===== config.mk =====
export PLATFORM = sky130hd
export DESIGN_NAME = seg_disp_arbiter
export DESIGN_NICKNAME = d
export VERILOG_FILES = /design/src/rtl/seg_disp_arbiter.sv
export SDC_FILE = /design/constraint.sdc
export NUM_CORES = 1
export LEC_CHECK = 0
export BUFFER_PORTS_ARGS = -buffer_cell sky130_fd_sc_hd__buf_2
export CAP_MARGIN = 20
export CORE_ASPECT_RATIO = 0.8
export CORE_MARGIN = 5
export CORE_UTILIZATION = 25
export DETAILED_ROUTE_END_ITERATION = 10
export GPL_TIMING_DRIVEN = 0
export SYNTH_ARGS = -nofsm -noshare
export SYNTH_HDL_FRONTEND = slang
export SYNTH_SLANG_ARGS = --single-unit

===== constraint.sdc =====
create_clock -name clk -period 3.3 [get_ports clk]
set_clock_uncertainty 0.05 [all_clocks]
set_input_delay 0.495 -clock clk [delete_from_list [all_inputs] [get_ports clk]]
set_output_delay 0.495 -clock clk [all_outputs]
set_load 0.005 [all_outputs]

===== src/rtl/seg_disp_arbiter.sv =====
// Round-robin owner of the 8-digit display with minimum dwell per grant.
// Define SEG_ARB_LZB_EN to enable registered leading-zero blanking.
module seg_disp_arbiter #(
  parameter int N_REQ       = 3,
  parameter int HOLD_CYCLES = 50_000_000
) (
  input  logic               clk,
  input  logic               clr,
  input  logic [N_REQ-1:0]   req,
  input  logic [N_REQ*32-1:0] data,
  output logic [N_REQ-1:0]   ack,
  output logic [31:0]        disp_val,
  output logic [7:0]         disp_blank,
  output logic [1:0]         owner,
  output logic               busy
);

  localparam int CW = $clog2(HOLD_CYCLES + 1);
  localparam logic [CW-1:0] CNT_LOAD = CW'(HOLD_CYCLES - 1);

  typedef enum logic {IDLE, HOLD} state_t;

  state_t      state_q, state_d;
  logic [CW-1:0] cnt_q, cnt_d;
  logic [1:0]  ptr_q, ptr_d;
  logic [1:0]  owner_q, owner_d;
  logic [31:0] val_q, val_d;
  logic [7:0]  blank_q, blank_d;
  logic        valid_q, valid_d;

  logic        win_found;
  logic [1:0]  win;
  logic [2:0]  idx;
  logic        arb;

`ifdef SEG_ARB_LZB_EN
  function automatic logic [7:0] lzb(input logic [31:0] v);
    logic z;
    lzb = 8'h00;
    z   = 1'b1;
    for (int k = 7; k >= 1; k--) begin
      z      = z & (v[4*k +: 4] == 4'h0);
      lzb[k] = z;
    end
  endfunction
`endif

  // search starts one past the last winner
  always_comb begin
    win_found = 1'b0;
    win       = ptr_q;
    idx       = '0;
    for (int k = 1; k <= N_REQ; k++) begin
      idx = 3'(ptr_q) + 3'(k);
      if (idx >= 3'(N_REQ)) idx = idx - 3'(N_REQ);
      if (!win_found && req[idx[1:0]]) begin
        win_found = 1'b1;
        win       = idx[1:0];
      end
    end
  end

  assign arb = (state_q == IDLE) || (cnt_q == '0);

  always_comb begin
    state_d = state_q;
    cnt_d   = cnt_q;
    ptr_d   = ptr_q;
    owner_d = owner_q;
    val_d   = val_q;
    valid_d = valid_q;
    ack     = '0;
    if (arb) begin
      if (win_found) begin
        ack[win] = 1'b1;
        val_d    = data[32*win +: 32];
        owner_d  = win;
        ptr_d    = win;
        valid_d  = 1'b1;
        cnt_d    = CNT_LOAD;
        state_d  = HOLD;
      end else begin
        state_d = IDLE;
      end
    end else begin
      cnt_d = cnt_q - 1'b1;
      if (req[owner_q]) begin
        ack[owner_q] = 1'b1;
        val_d        = data[32*owner_q +: 32];
      end
    end
    if (clr) ack = '0;
  end

`ifdef SEG_ARB_LZB_EN
  assign blank_d = lzb(val_d);
`else
  assign blank_d = 8'h00;
`endif

  always_ff @(posedge clk) begin
    if (clr) begin
      state_q <= IDLE;
      cnt_q   <= '0;
      ptr_q   <= 2'(N_REQ - 1);
      owner_q <= '0;
      val_q   <= '0;
      blank_q <= '0;
      valid_q <= 1'b0;
    end else begin
      state_q <= state_d;
      cnt_q   <= cnt_d;
      ptr_q   <= ptr_d;
      owner_q <= owner_d;
      val_q   <= val_d;
      blank_q <= blank_d;
      valid_q <= valid_d;
    end
  end

  assign disp_val   = val_q;
  assign disp_blank = valid_q ? blank_q : 8'hFF;
  assign owner      = owner_q;
  assign busy       = (state_q == HOLD);

endmodule


==> results.yml, run 1 <==
clock_tree:
  cts.sinks: 63
  cts.path.max_buffers: 2
  htree_levels: 3
  cts_buffers: 9
  cts_tree: "done"
  cts.clk_slew.worst_paths_ns: 0.05
  cts_hold_buf: 0
  clk_latency_ns: 0.32
  clockRootBuffer: "clkbuf_16"
worst_setup_path:
  cpPeakStageDelay_ns: 0.39
  cpMaxStageDelayCell: "dfxtp_1"
  arrival_ns: 2.61
  critical_path_depth: 10
  path_cells: "nor4_4 -> nand2_2 -> o41ai_4 -> buf_4 -> o211a_1 -> o2bb2ai_1 -> nand2b_1 -> buf_4 -> inv_1 -> buf_2"
  criticalPathCategory: "flip-flop to output pin"
  startpoint_type: "flip-flop"
  crit_buf_inv: 4
  worst_path_dominant_cell_family: "compound AO/OA/AOI/OAI gates"
  crit_required_ns: 2.75
  cpMostUsedCell: "buf_4"
  endpoint_kind: "output pin"
  crit_path_max_fanout: 10
  rr_worst_depth: 9
timing:
  hold_ws_ns: 0.4092
  hold_viol_final: 0
  fmax_mhz: 317.1
  worstMarginPinSlew_ns: 0.8758
  fin_crit_sh: 0.9557
  drv_slew: 0
  setup_viol: 0
  max-slew-margin-rel: 0.4107
  setup_ws_ns: 0.1461
  finalSetupTns_ns: 0
  period_needed_ns: 3.154
min_path:
  min_path_cells: 2
  hold_class: "flip-flop to flip-flop"
route:
  drc: 0
  drtIter0Drc: 121
  postRouteAntennaNets: 0
  via_count: 3553
  route.final.wire_length_um: 10830
  wl_per_cell_um: 14.63
  drt-pass1-iter-count: 4
  vias_per_cell: 4.801
synthesis:
  synthesis.area_um2: 3501
  synthesis.nets: 500
  syn_inst: 393
  synth_largest_area_cell: "dfxtp_1"
  ys_seq_area_frac: 0.3603
  synth_seq_cells: 63
  syn_avg_cell_area_um2: 8.908
  synth_top_area_frac: 0.3603
  synth.distinct_cells: 48
  synth_area_leaders: "dfxtp_1 36%, mux2i_1 11%, o221ai_1 8.5%"
  ys_warn_count: 0
global_route:
  antenna_found_initial: 0
  first_global_vias: 3494
  grtUsageTotal: 0.1227
  grt_max_degree: 11
  grt_pass1_wl_um: 16530
  grt_overflow: 0
placement:
  numPortBuffers: 145
  dp_cells: 718
  dp_hpwl_um: 8136
  pre_cts_ws_ns: -0.4631
  placed_cell_area_um2: 4452
  routabilityCongestion: 0.8393
final_layout:
  n_antenna_cell: 0
  fin_util: 0.3604
  fin_area_um2: 4918
  regArea_um2: 1269
  fin_cells: 740
  drive_above_1_share: 0.3804
  nets: 663
  multiInputGateArea_um2: 1926
  areaGrowthSynthToFinish_pct: 40.49
  fillers: 1396
run:
  maxCapViolations: 0
floorplanning:
  core_um2: 13650
  die_area_um2: 16480
  io_pins: 147
  die_w_um: 142.3
  placementRows: 38
  initial_core_util: 0.2566
  die_y_um: 115.8
pwr:
  p_per_area_nw_per_um2: 960.4
  p_total_mw: 4.724
  p_leak_nw: 2.367
  ir_drop_uv: 399.5
status:
  status: "finished clean"
tightest hold or removal path, delay by kind of cell (launching register included):
family | cells | cell delay (ns)
AO/OA/AOI/OAI | 1 | 0.05
flip-flops | 1 | 0.32
AND/OR/NAND/NOR | 1 | 0.05
layout by cell type (no fill, tap or decap), types with 6 or more instances in the layout:
cell and count:
o221ai_1 33, buf_2 148, a311oi_1 8, nor3_1 12, ha_1 6, clkbuf_1 9, a21oi_1 9, inv_1 41
buf_4 19, clkbuf_16 9, nand2_1 39, buf_6 8, nor2_1 25, dfxtp_1 61, mux2i_1 36, a211oi_1 15
nor4_1 7
Yosys cell counts (all sizes together):
| cell type | count |
|---|---|
| a32oi | 1 |
| o21ai | 5 |
| ha | 6 |
| o41a | 1 |
| a31oi | 3 |
| a211oi | 15 |
| a221oi | 1 |
| or4 | 3 |
| nand2b | 6 |
| nand4bb | 1 |
| or3 | 7 |
| o32a | 1 |
| inv | 42 |
| nor3b | 1 |
| o41ai | 1 |
| nand2 | 40 |
| nand3b | 2 |
| buf | 21 |
| nor2b | 4 |
| mux2 | 4 |
| a211o | 1 |
| o21a | 2 |
| nor2 | 26 |
| nor4 | 9 |
| nand3 | 2 |
| o211a | 1 |
| dfxtp | 63 |
| o2bb2ai | 1 |
| o221ai | 34 |
| clkbuf | 11 |
| nor3 | 12 |
| a311oi | 8 |
| mux2i | 38 |
| and2 | 2 |
| o21bai | 3 |
| a21oi | 10 |
| a21o | 1 |
| o211ai | 1 |
| o311ai | 3 |
cell type report:
class / instances / share of cell area
repair buffers: 153 / 0.1598
clock buffers: 12 / 0.05418
clock inverters: 3 / 0.01323
flip-flops and latches: 63 / 0.2580
plain buffers: 31 / 0.04503
multi-input cells: 256 / 0.3915
well taps: 180 / 0.04579
inverters: 42 / 0.03256
flip-flops by register name, summed over array words and instances (netlist names):
signal,flops
disp_val,32
cnt_q,26
ptr_q,2
busy,1
owner,1
valid_q,1
power breakdown:
| group | total (mW) | switching [mW] | internal, mW |
|---|---|---|---|
| registers | 1.19 | 0.181 | 1.01 |
| clock network | 1.05 | 0.329 | 0.717 |
| logic | 2.49 | 1.32 | 1.17 |
kinds of logic (layout without fill, tap and decap cells):
kind of cell,count (synthesis),after routing,share of synthesized area
multiplexers,42,42,0.1226
AND/OR/NAND/NOR,115,115,0.1694
adder cells (fa/ha/maj),6,6,0.02144
flip-flops,63,63,0.3603
AO/OA/AOI/OAI,93,93,0.2187
buffers and inverters,74,241,0.1076
final timing paths:
path                                   from                        end  slack (ns)
setup / recovery     cnt_q[14]$_SDFFE_PP0P_                     ack[2]        0.15
hold / removal    disp_val[18]$_SDFFE_PP0P_  disp_val[18]$_SDFFE_PP0P_        0.41
hold reg to reg   disp_val[18]$_SDFFE_PP0P_  disp_val[18]$_SDFFE_PP0P_        0.41
setup reg to reg      cnt_q[4]$_SDFFE_PP0P_  disp_val[26]$_SDFFE_PP0P_        0.20
routing by layer:
metal,GRT usage,wire (um)
met1,0.1554,4787
met3,0.03424,700
met4,0.04180,101
met2,0.2025,5239
met5,0,0
repair_timing:
item                       CTS  global route
pin swaps                    1             4
resized for setup           11            11
buffers inserted             2             6
setup endpoints to repair   33            33
Power figures use the tool's default switching activity.
==> run 2, diff against run 1 <==
- ABC_AREA: default -> 1
==> run 2 against run 1 <==
  * Cell count up 66%
  * Synthesized cell count is 110% higher
  * Routed wire length is 47% higher
  * Flip-flop and latch count did not move
  * Combinational power rose by 74%
  * Die area is 32% higher
  * Total power grew 37%
  * Area after synthesis up 35%
  * Register-to-register slack better by 0.53 ns
  * Critical path type unchanged
  * Largest cell class unchanged
  * Largest power group unchanged
==> results.yml, run 2 <==
floorplanning:
  initial_core_util: 0.2517
  die_y_um: 132.9
  placementRows: 45
  die_area_um2: 21740
  core_um2: 18750
  io_pins: 147
  die_w_um: 163.6
clock_tree:
  clk_latency_ns: 0.33
  cts.clk_slew.worst_paths_ns: 0.05
  cts.path.max_buffers: 2
  cts_hold_buf: 0
  cts.sinks: 63
  clockRootBuffer: "clkbuf_16"
  htree_levels: 3
  cts_tree: "done"
  cts_buffers: 9
worst_setup_path:
  startpoint_type: "flip-flop"
  cpPeakStageDelay_ns: 0.40
  worst_path_dominant_cell_family: "simple AND/OR/NAND/NOR gates"
  crit_required_ns: 2.75
  arrival_ns: 2.52
  cpMaxStageDelayCell: "dfxtp_4"
  path_cells: "inv_2 -> ha_4 -> buf_6 -> nand2_1 -> nand3_2 -> nand2_4 -> nand2_1 -> nor2_1 -> nor2_2 -> nand2_1 -> a21oi_1 -> buf_2"
  crit_buf_inv: 3
  endpoint_kind: "output pin"
  cpMostUsedCell: "nand2_1"
  criticalPathCategory: "flip-flop to output pin"
  crit_path_max_fanout: 10
final_layout:
  final_common_cell: "nand2_1"
  n_antenna_cell: 0
  areaGrowthSynthToFinish_pct: 28.93
  largest_register_ffs: 32
  fillers: 2155
  fin_cells: 1231
  fin_area_um2: 6083
  drive_above_1_share: 0.2456
  nets: 1075
  layout_common_cells: "176 x nand2_1, 170 x nor2_1, 162 x buf_2"
timing:
  setup_viol: 0
  hold_ws_ns: 0.4128
  fin_crit_sh: 0.9274
  drv_slew: 0
  fmax_mhz: 326.8
  finalSetupTns_ns: 0
  period_needed_ns: 3.060
  worstMarginPinSlew_ns: 0.6198
  setup_ws_ns: 0.2396
  rsz0062_at_grt: "false"
  hold_viol_final: 0
  max-slew-margin-rel: 0.5868
synthesis:
  synthesis.area_um2: 4718
  synthAdderAreaFrac: 0.01591
  ys_seq_area_frac: 0.2673
  synth_largest_area_cell: "dfxtp_1"
  synth_xor_xnor_area_share: 0.009281
  synth_top_family_by_area: "simple AND/OR/NAND/NOR gates"
  synth_flop_cell: "dfxtp_1"
  synth.distinct_cells: 36
  ys_warn_count: 0
  synth.most_common_cell: "nand2_1"
  synthesis.nets: 917
  synth-edff-count: 0
  syn_inst: 810
  synth_area_leaders: "dfxtp_1 27%, nand2_1 14%, nor2_1 14%"
  synth_compound_area_frac: 0.1307
  async_flop_share: 0
  synth_top_area_frac: 0.2673
  synth-simple-area-share: 0.4182
  synth_seq_cells: 63
  muxShareOfSynthArea: 0
  syn_avg_cell_area_um2: 5.825
  synthTopCellsByCount: "176 x nand2_1, 172 x nor2_1, 107 x inv_1"
placement:
  numPortBuffers: 146
  dp_hpwl_um: 12570
  routabilityCongestion: 0.8805
  placed_cell_area_um2: 5772
  pre_cts_ws_ns: 0.2080
  dp_cells: 1214
pwr:
  p_per_area_nw_per_um2: 1064
  ir_drop_uv: 448.8
  p_leak_nw: 3.274
global_route:
  first_global_vias: 4925
  grt_overflow: 0
  antenna_found_initial: 0
  grt_max_degree: 11
  grtUsageTotal: 0.1420
  grt_pass1_wl_um: 25210
route:
  drc: 0
  wl_per_cell_um: 12.94
  drtIter0Drc: 338
  postRouteAntennaNets: 0
  drt-pass1-iter-count: 7
  via_count: 5486
  vias_per_cell: 4.457
  route.final.wire_length_um: 15930
min_path:
  hold_class: "flip-flop to flip-flop"
run:
  maxCapViolations: 0
status:
  status: "finished clean"
[run 2: layout make-up]
type	count	area, um2	area share
Multi-Input combinational cell	585	2726	0.4482
Buffer	47	320.3	0.05265
Timing Repair Buffer	147	738.2	0.1213
Clock buffer	13	260.3	0.04278
Tap cell	258	322.8	0.05306
Sequential cell	63	1266	0.2081
Clock inverter	3	17.52	0.002879
Inverter	115	431.7	0.07096
[run 2: path summary, 6_finish.rpt]
kind,start,endpoint,slack (ns),cells past startpoint
worst max-delay path,ptr_q[0]$_SDFFE_PP0P_,ack[2],0.24,12
worst min-delay path,cnt_q[9]$_SDFFE_PP0P_,cnt_q[9]$_SDFFE_PP0P_,0.41,1
worst max register to register,ptr_q[0]$_SDFFE_PP0P_,disp_val[0]$_SDFFE_PP0P_,0.73,15
worst min register to register,cnt_q[9]$_SDFFE_PP0P_,cnt_q[9]$_SDFFE_PP0P_,0.41,1
[run 2: cell families after synthesis]
group | after synthesis
buf+inv | 162
simple gates | 458
fa+ha+maj | 6
compound gates | 116
flops | 63
xor+xnor | 5
[run 2: metrics by stage]
step / util / power [mW]
floorplan: - / 4.346
global route: 0.3245 / 7.163
global placement: 0.3078 / 5.500
finish: 0.3245 / 6.475
detailed placement: 0.3078 / 5.538
CTS: 0.3229 / 6.459
[run 2: repair_timing]
action / CTS / global route
buffers inserted: 0 / 1
endpoints found under the setup margin: 3 / 3
resized for setup: 2 / 6
pin swaps: 1 / 1
[run 2: report_power, final]
group | switching (mW) | total (mW) | leakage [nW] | internal, mW
Clock | 0.344 | 0.891 | 0.136 | 0.547
Sequential | 0.199 | 1.24 | 0.523 | 1.04
Combinational | 2.77 | 4.34 | 2.62 | 1.57
Total | 3.31 | 6.47 | 3.27 | 3.17
[run 2: per-layer routing]
layer  track usage  part of all wire  vias up  routed length [um]
li1              -                 -     2839                   -
met1        0.2060              0.50     2490                7965
met2        0.2129              0.42      144                6748
met3       0.03021             0.065       13                1035
met4       0.03726             0.011        0                 179
met5             0                 0        -                   0
